[src/rtl/lcd_pkg.sv]
// lcd_pkg: shared HD44780 command bytes, FSM encodings and parameter defaults for lcd_msg_driver
package lcd_pkg;
  localparam int PWRUP_CYCLES_DEF   = 20;
  localparam int CLR_CYCLES_DEF     = 2;
  localparam int TIMEOUT_CYCLES_DEF = 63;
  localparam logic [7:0] CMD_FUNC_SET = 8'h38;
  localparam logic [7:0] CMD_DISP_ON  = 8'h0C;
  localparam logic [7:0] CMD_CLEAR    = 8'h01;
  localparam logic [7:0] CMD_ENTRY    = 8'h06;
  localparam logic [7:0] CMD_LINE1    = 8'h80;
  localparam logic [7:0] CMD_LINE2    = 8'hC0;
  typedef enum logic [2:0] {PWRUP, INIT, CLRWAIT, REFRESH_RUN, IDLE, ERROR} state_t;
  typedef enum logic [1:0] {X_IDLE, X_SETUP, X_WAIT} xfer_state_t;
  function automatic logic [7:0] init_cmd(input logic [1:0] i);
    return i == 2'd0 ? CMD_FUNC_SET : i == 2'd1 ? CMD_DISP_ON : i == 2'd2 ? CMD_CLEAR : CMD_ENTRY;
  endfunction
endpackage

[src/rtl/lcd_xfer.sv]
// lcd_xfer: one-byte START/DONE handshake to the LCD byte-writer with DONE edge detect and timeout.
//   CLK1K, RSTN         clock, async active-low reset
//   req, data_in, rs_in transfer request; byte and RS sampled in the cycle req is accepted
//   DONE_IN             writer done flag (only a 0->1 edge while waiting completes)
//   DATA_OUT, RS_OUT    byte/RS held from acceptance until completion
//   START_OUT           rises one cycle after DATA_OUT/RS_OUT are loaded
//   ack, timeout        single-cycle completion / expiry pulses
module lcd_xfer
  import lcd_pkg::*;
#(
  parameter int TIMEOUT_CYCLES = TIMEOUT_CYCLES_DEF
) (
  input  logic       CLK1K,
  input  logic       RSTN,
  input  logic       req,
  input  logic [7:0] data_in,
  input  logic       rs_in,
  input  logic       DONE_IN,
  output logic [7:0] DATA_OUT,
  output logic       RS_OUT,
  output logic       START_OUT,
  output logic       ack,
  output logic       timeout
);
  xfer_state_t st, st_nx;
  logic [15:0] tcnt;
  logic done_q, done_rise;
  always_comb begin
    done_rise = DONE_IN && !done_q;
    ack = st == X_WAIT && done_rise;
    timeout = st == X_WAIT && !done_rise && tcnt == 16'(TIMEOUT_CYCLES - 1);
    st_nx = st == X_IDLE ? (req ? X_SETUP : X_IDLE) :
            st == X_SETUP ? X_WAIT :
            (ack || timeout) ? X_IDLE : X_WAIT;
  end
  always_ff @(posedge CLK1K or negedge RSTN) begin
    if (!RSTN) begin
      st <= X_IDLE;
      tcnt <= '0;
      done_q <= 1'b0;
      DATA_OUT <= '0;
      RS_OUT <= 1'b0;
      START_OUT <= 1'b0;
    end else begin
      st <= st_nx;
      done_q <= DONE_IN;
      // counter restarts on the cycle START rises, so expiry lands exactly TIMEOUT_CYCLES later
      tcnt <= st == X_WAIT ? tcnt + 16'd1 : '0;
      START_OUT <= st_nx == X_WAIT;
      if (st == X_IDLE && req) begin
        DATA_OUT <= data_in;
        RS_OUT <= rs_in;
      end
    end
  end
endmodule

[src/rtl/lcd_msg_driver.sv]
// lcd_msg_driver: HD44780 power-up/init sequencer and 2x16 message refresher over a byte-writer.
//   CLK1K, RSTN        1 kHz clock, async active-low reset
//   REFRESH            rising edge requests a 32-character rewrite
//   CHAR_DATA/CHAR_IDX combinational character source and its index 0..31
//   DATA_OUT, RS_OUT   byte and command(0)/data(1) select to the writer
//   START_OUT, DONE_IN transfer handshake with the writer
//   READY              idle with no pending refresh
//   ERR_OUT            sticky writer timeout
module lcd_msg_driver
  import lcd_pkg::*;
#(
  parameter int PWRUP_CYCLES   = PWRUP_CYCLES_DEF,
  parameter int CLR_CYCLES     = CLR_CYCLES_DEF,
  parameter int TIMEOUT_CYCLES = TIMEOUT_CYCLES_DEF
) (
  input  logic       CLK1K,
  input  logic       RSTN,
  input  logic       REFRESH,
  input  logic [7:0] CHAR_DATA,
  output logic [4:0] CHAR_IDX,
  output logic [7:0] DATA_OUT,
  output logic       RS_OUT,
  output logic       START_OUT,
  input  logic       DONE_IN,
  output logic       READY,
  output logic       ERR_OUT
);
  state_t st, st_nx;
  logic [15:0] cnt, cnt_nx;
  logic [5:0] step, step_nx;
  logic [4:0] idx_nx;
  logic pending, pending_nx, refresh_q, rise, char_step, req, rs_sel, ack, timeout;
  logic [7:0] byte_sel;
  lcd_xfer #(.TIMEOUT_CYCLES(TIMEOUT_CYCLES)) u_xfer (
    .CLK1K(CLK1K),
    .RSTN(RSTN),
    .req(req),
    .data_in(byte_sel),
    .rs_in(rs_sel),
    .DONE_IN(DONE_IN),
    .DATA_OUT(DATA_OUT),
    .RS_OUT(RS_OUT),
    .START_OUT(START_OUT),
    .ack(ack),
    .timeout(timeout)
  );
  assign READY = st == IDLE && !pending;
  assign ERR_OUT = st == ERROR;
  // refresh steps: 0 = line-1 address, 1..16 chars 0..15, 17 = line-2 address, 18..33 chars 16..31
  always_comb begin
    rise = REFRESH && !refresh_q;
    char_step = step != 6'd0 && step != 6'd17;
    req = st == INIT || st == REFRESH_RUN;
    rs_sel = st == REFRESH_RUN && char_step;
    byte_sel = st == INIT ? init_cmd(step[1:0]) : step == 6'd0 ? CMD_LINE1 : step == 6'd17 ? CMD_LINE2 : CHAR_DATA;
    st_nx = st;
    cnt_nx = cnt;
    step_nx = step;
    idx_nx = CHAR_IDX;
    pending_nx = pending || (rise && st != IDLE && st != ERROR);
    case (st)
      PWRUP:
        if (int'(cnt) + 1 >= PWRUP_CYCLES) begin
          st_nx = INIT;
          cnt_nx = '0;
          step_nx = '0;
        end else cnt_nx = cnt + 16'd1;
      INIT:
        if (timeout) st_nx = ERROR;
        else if (ack) begin
          step_nx = step == 6'd3 ? 6'd0 : step + 6'd1;
          st_nx = step == 6'd2 ? CLRWAIT : step == 6'd3 ? REFRESH_RUN : INIT;
          // the automatic refresh already covers requests made during init
          pending_nx = step == 6'd3 ? 1'b0 : pending_nx;
        end
      CLRWAIT:
        if (int'(cnt) + 1 >= CLR_CYCLES) begin
          st_nx = INIT;
          cnt_nx = '0;
        end else cnt_nx = cnt + 16'd1;
      REFRESH_RUN:
        if (timeout) st_nx = ERROR;
        else if (ack) begin
          idx_nx = char_step ? CHAR_IDX + 5'd1 : CHAR_IDX;
          step_nx = step == 6'd33 ? 6'd0 : step + 6'd1;
          st_nx = step == 6'd33 && !pending_nx ? IDLE : REFRESH_RUN;
          pending_nx = step == 6'd33 ? 1'b0 : pending_nx;
        end
      IDLE:
        if (rise) begin
          st_nx = REFRESH_RUN;
          step_nx = '0;
        end
      default: ;
    endcase
  end
  always_ff @(posedge CLK1K or negedge RSTN) begin
    if (!RSTN) begin
      st <= PWRUP;
      cnt <= '0;
      step <= '0;
      CHAR_IDX <= '0;
      pending <= 1'b0;
      refresh_q <= 1'b0;
    end else begin
      st <= st_nx;
      cnt <= cnt_nx;
      step <= step_nx;
      CHAR_IDX <= idx_nx;
      pending <= pending_nx;
      refresh_q <= REFRESH;
    end
  end
endmodule

[config.mk]
export PLATFORM = sky130hd
export DESIGN_NAME = lcd_msg_driver
export DESIGN_NICKNAME = d
export VERILOG_FILES = /design/src/rtl/lcd_pkg.sv /design/src/rtl/lcd_xfer.sv /design/src/rtl/lcd_msg_driver.sv
export SDC_FILE = /design/constraint.sdc
export NUM_CORES = 1
export LEC_CHECK = 0
export CAP_MARGIN = 30
export CORE_MARGIN = 10
export CORE_UTILIZATION = 55
export CTS_CLUSTER_SIZE = 20
export DETAILED_ROUTE_END_ITERATION = 8
export PLACE_DENSITY = 0.77
export SLEW_MARGIN = 20
export SYNTH_ARGS = -nofsm -noshare
export SYNTH_HDL_FRONTEND = slang
export SYNTH_SLANG_ARGS = --single-unit
[constraint.sdc]
create_clock -name CLK1K -period 2.98 [get_ports CLK1K]
set_input_delay 0.596 -clock CLK1K [delete_from_list [all_inputs] [get_ports CLK1K]]
set_output_delay 0.596 -clock CLK1K [all_outputs]
set_load 0.01 [all_outputs]
==> flow_metrics.tcl, run 1 <==
set metrics [dict create \
    slowest_stage "dfrtp_1" \
    setup_tns_ns 0 \
    grt-ovfl-total 0 \
    syn_nets 354 \
    num_rows 27 \
    synth_top_cell_by_area "dfrtp_1" \
    cp.arrival_ns 2.91 \
    finish.utilization 0.666 \
    clock_latency_ns 0.34 \
    post_cts_buffers 0 \
    drcViolationCount 0 \
    synthMuxAreaShare 0.0138 \
    holdWs_ns 0.294 \
    reg2reg_depth 7 \
    register_area_um2 1530 \
    powerDensity_nw_per_um2 776 \
    path_class "flip-flop to flip-flop" \
    post_dp_cell_area_um2 3530 \
    cts_hold_buf 0 \
    synth_top_family_by_area "simple AND/OR/NAND/NOR gates" \
    finalInstanceArea_um2 3690 \
    slew_headroom 0.538 \
    dpl.hpwl_mm 4.88 \
    postSynthRegisterBits 61 \
    grt_antenna_before_repair 0 \
    crit_required_ns 3.22 \
    slew_viol_final 0 \
    core_area_um2 5540 \
    drtPass1Iterations 6 \
    swShare 0.382 \
    multiInputGateArea_um2 1560 \
    synthXorXnorAreaFrac 0.0469 \
    synthSimpleGateAreaFrac 0.244 \
    cts-buffers-inserted 9 \
    finalCritPeriodShare 0.895 \
    max_cap_viol_count 0 \
    fin_skew_ns 0.0103 \
    outcome "finished, final reports clean" \
    root_buffer "clkbuf_8" \
    hp-class "primary input to async pin" \
    crit_path_end_kind "flip-flop" \
    max_freq_mhz 375 \
    syn_area_per_cell_um2 9.54 \
    pwr-share-seq 0.420 \
    avgViaCountPerCell 5.83 \
    grt_first_pass_wirelength_mm 11.5 \
    grt_max_degree 32 \
    drt_wl_total_mm 6.84 \
    setup_viol_count_final 0 \
    crit_path_max_fanout 8 \
    comb_power_share 0.365 \
    worst_pin_slew_ns 0.693 \
    synth.distinct_cells 54 \
    drive_gt1_frac 0.0761 \
    nFillCells 472 \
    path_buf_inv 0 \
    cp_cell_sequence "ha_1 -> nand4_1 -> nor4_1 -> mux2_2 -> a2111oi_4 -> a21boi_1 -> o21ai_0" \
    cts.htree.levels 3 \
    synth-adder-area-share 0.0354 \
    synth_most_common_cell "dfrtp_1" \
    vias 2566 \
    ys_top_cells_by_area "dfrtp_1, nand2_1, nor2_1" \
    switchingPower_mw 1.09 \
    synth_enable_flop_cells 0 \
    hold_viol 0 \
    p_clk_frac 0.215 \
    syn-instance-count 333 \
    ys.flop_type "dfrtp_1" \
    area_delta_synth_final_pct 16.1 \
    antenna_cells 0 \
    grtUsageTotal 0.158 \
    netlist_area_um2 3180 \
    finalPower_mw 2.86 \
    cpPeakStageDelay_ns 0.42 \
    die_w_um 96 \
    wire_per_inst_um 15.5 \
    ios 29 \
    cts.path.max_buffers 2 \
    cts_sinks 61 \
    start_kind "flip-flop" \
    drt_iter0_markers 164 \
    die_h_um 96 \
    clk_transition_reported_paths_ns 0.07 \
    ir_worst_vdd_mv 0.491 \
    ant_nets 0 \
    period_needed_ns 2.67 \
    netlist.area_leader.share 0.481 \
    synth-async-reset-ratio 1.00 \
    rsz0062_at_grt "no" \
    grt_pass1_vias 2452 \
    p_int_mw 1.77 \
    start_util 0.573 \
    die_area_um2 9220 \
    synthTopCellsByCount "dfrtp_1, nand2_1, nor2_1" \
    synth_compound_area_frac 0.152 \
    cp.depth 7 \
    ctsResizeCount 0 \
    gp_congestion 0.917 \
    leakage_nw 1.57 \
    path_delay_family "compound AO/OA/AOI/OAI gates" \
    seq_area_frac_synth 0.481 \
    portBuffers 28 \
    synth_warnings 0 \
    final_nets 385 \
    cts_tree "yes" \
]
-- through the flow --
step	std cells	setup slack (ns)
after global placement	425	0.403
after floorplan	333	0.654
after global routing	440	0.0588
after CTS	440	0.228
final	440	0.313
after detailed placement	425	0.254
-- power groups by stage --
| stage | clock network (mW) | logic [mW] | registers, mW |
|---|---|---|---|
| 5_1_grt | 0.668 | 1.18 | 1.23 |
| 2_1_floorplan | 0 | 0.643 | 1.19 |
| 3_3_place_gp | 0 | 1.02 | 1.20 |
| 3_5_place_dp | 0 | 1.04 | 1.21 |
| 6_report | 0.617 | 1.05 | 1.20 |
| 4_1_cts | 0.626 | 1.05 | 1.20 |
-- state kept, by name, indices dropped and copies added, names as in the netlist, 2 cells and up --
| name | count |
|---|---|
| u_xfer.tcnt | 16 |
| cnt | 16 |
| u_xfer.st | 2 |
| u_xfer.DATA_OUT | 8 |
| st | 3 |
| step | 6 |
| CHAR_IDX | 5 |
-- placed cells by master (no fill, tap or decap), drive strengths merged, types with 4 or more instances in the layout --
master,instances
clkdlybuf4s50,27
nor4b,4
ha,9
xor2,11
xnor2,6
and3,7
a31oi,4
nand2b,5
and2,14
dfrtp,61
nand4,11
inv,11
nor3,7
o21ai,21
nor4,4
o31ai,4
nand2,33
nor2b,4
nor2,33
clkbuf,11
nand3,16
a21oi,12
buf,4
-- layout make-up --
| cell class | instances | share of cell area |
|---|---|---|
| clock buffer | 11 | 0.0356 |
| timing repair buffer | 31 | 0.0841 |
| tap | 72 | 0.0244 |
| multi-input combinational | 250 | 0.424 |
| sequential | 61 | 0.414 |
| inverter | 11 | 0.0112 |
| clock inverter | 4 | 0.00712 |
-- cells by family (layout without fill, tap and decap cells) --
kind of cell    count (synthesis)  after routing
xor+xnor                       17             17
flops                          61             61
mux                             4              4
simple gates                  150            150
fa+ha+maj                       9              9
compound gates                 70             70
buf+inv                        22             57
-- layer usage --
layer	wire (um)	up-vias	GRT usage	part of all wire
met5	0	-	0	0
met4	76	0	0.0639	0.011
met3	368	8	0.0436	0.054
met2	3230	59	0.248	0.47
met1	3170	1250	0.200	0.46
li1	-	1249	-	-
-- worst register-to-register path, cell delays in order (launching register included) --
cell	delay [ns]
dfrtp_1	0.42
ha_1	0.31
nand4_1	0.19
nor4_1	0.33
mux2_2	0.40
a2111oi_4	0.42
a21boi_1	0.27
o21ai_0	0.23
-- worst paths after layout --
| check | startpoint | end | slack, ns |
|---|---|---|---|
| max | cnt[0] | step[0] | 0.31 |
| min | RSTN | cnt[12] | 0.29 |
| max reg2reg | cnt[0] | step[0] | 0.31 |
| min reg2reg | CHAR_IDX[4] | CHAR_IDX[4] | 0.47 |
| max in group asynchronous | RSTN | step[1] | 2.08 |
| min in group CLK1K | CHAR_IDX[4] | CHAR_IDX[4] | 0.47 |
No activity file was read; power rests on OpenSTA's default activity.
==> run 2, diff against run 1 <==
--- a/config.mk
+++ b/config.mk
@@ -8,6 +8,7 @@
 export CAP_MARGIN = 30
 export CORE_MARGIN = 10
 export CORE_UTILIZATION = 55
+export CTS_CLUSTER_DIAMETER = 150
 export CTS_CLUSTER_SIZE = 20
 export DETAILED_ROUTE_END_ITERATION = 8
 export PLACE_DENSITY = 0.77
==> results of run 2 <==
Same layout as run 1: the final DEF is identical, and so are final timing and power.
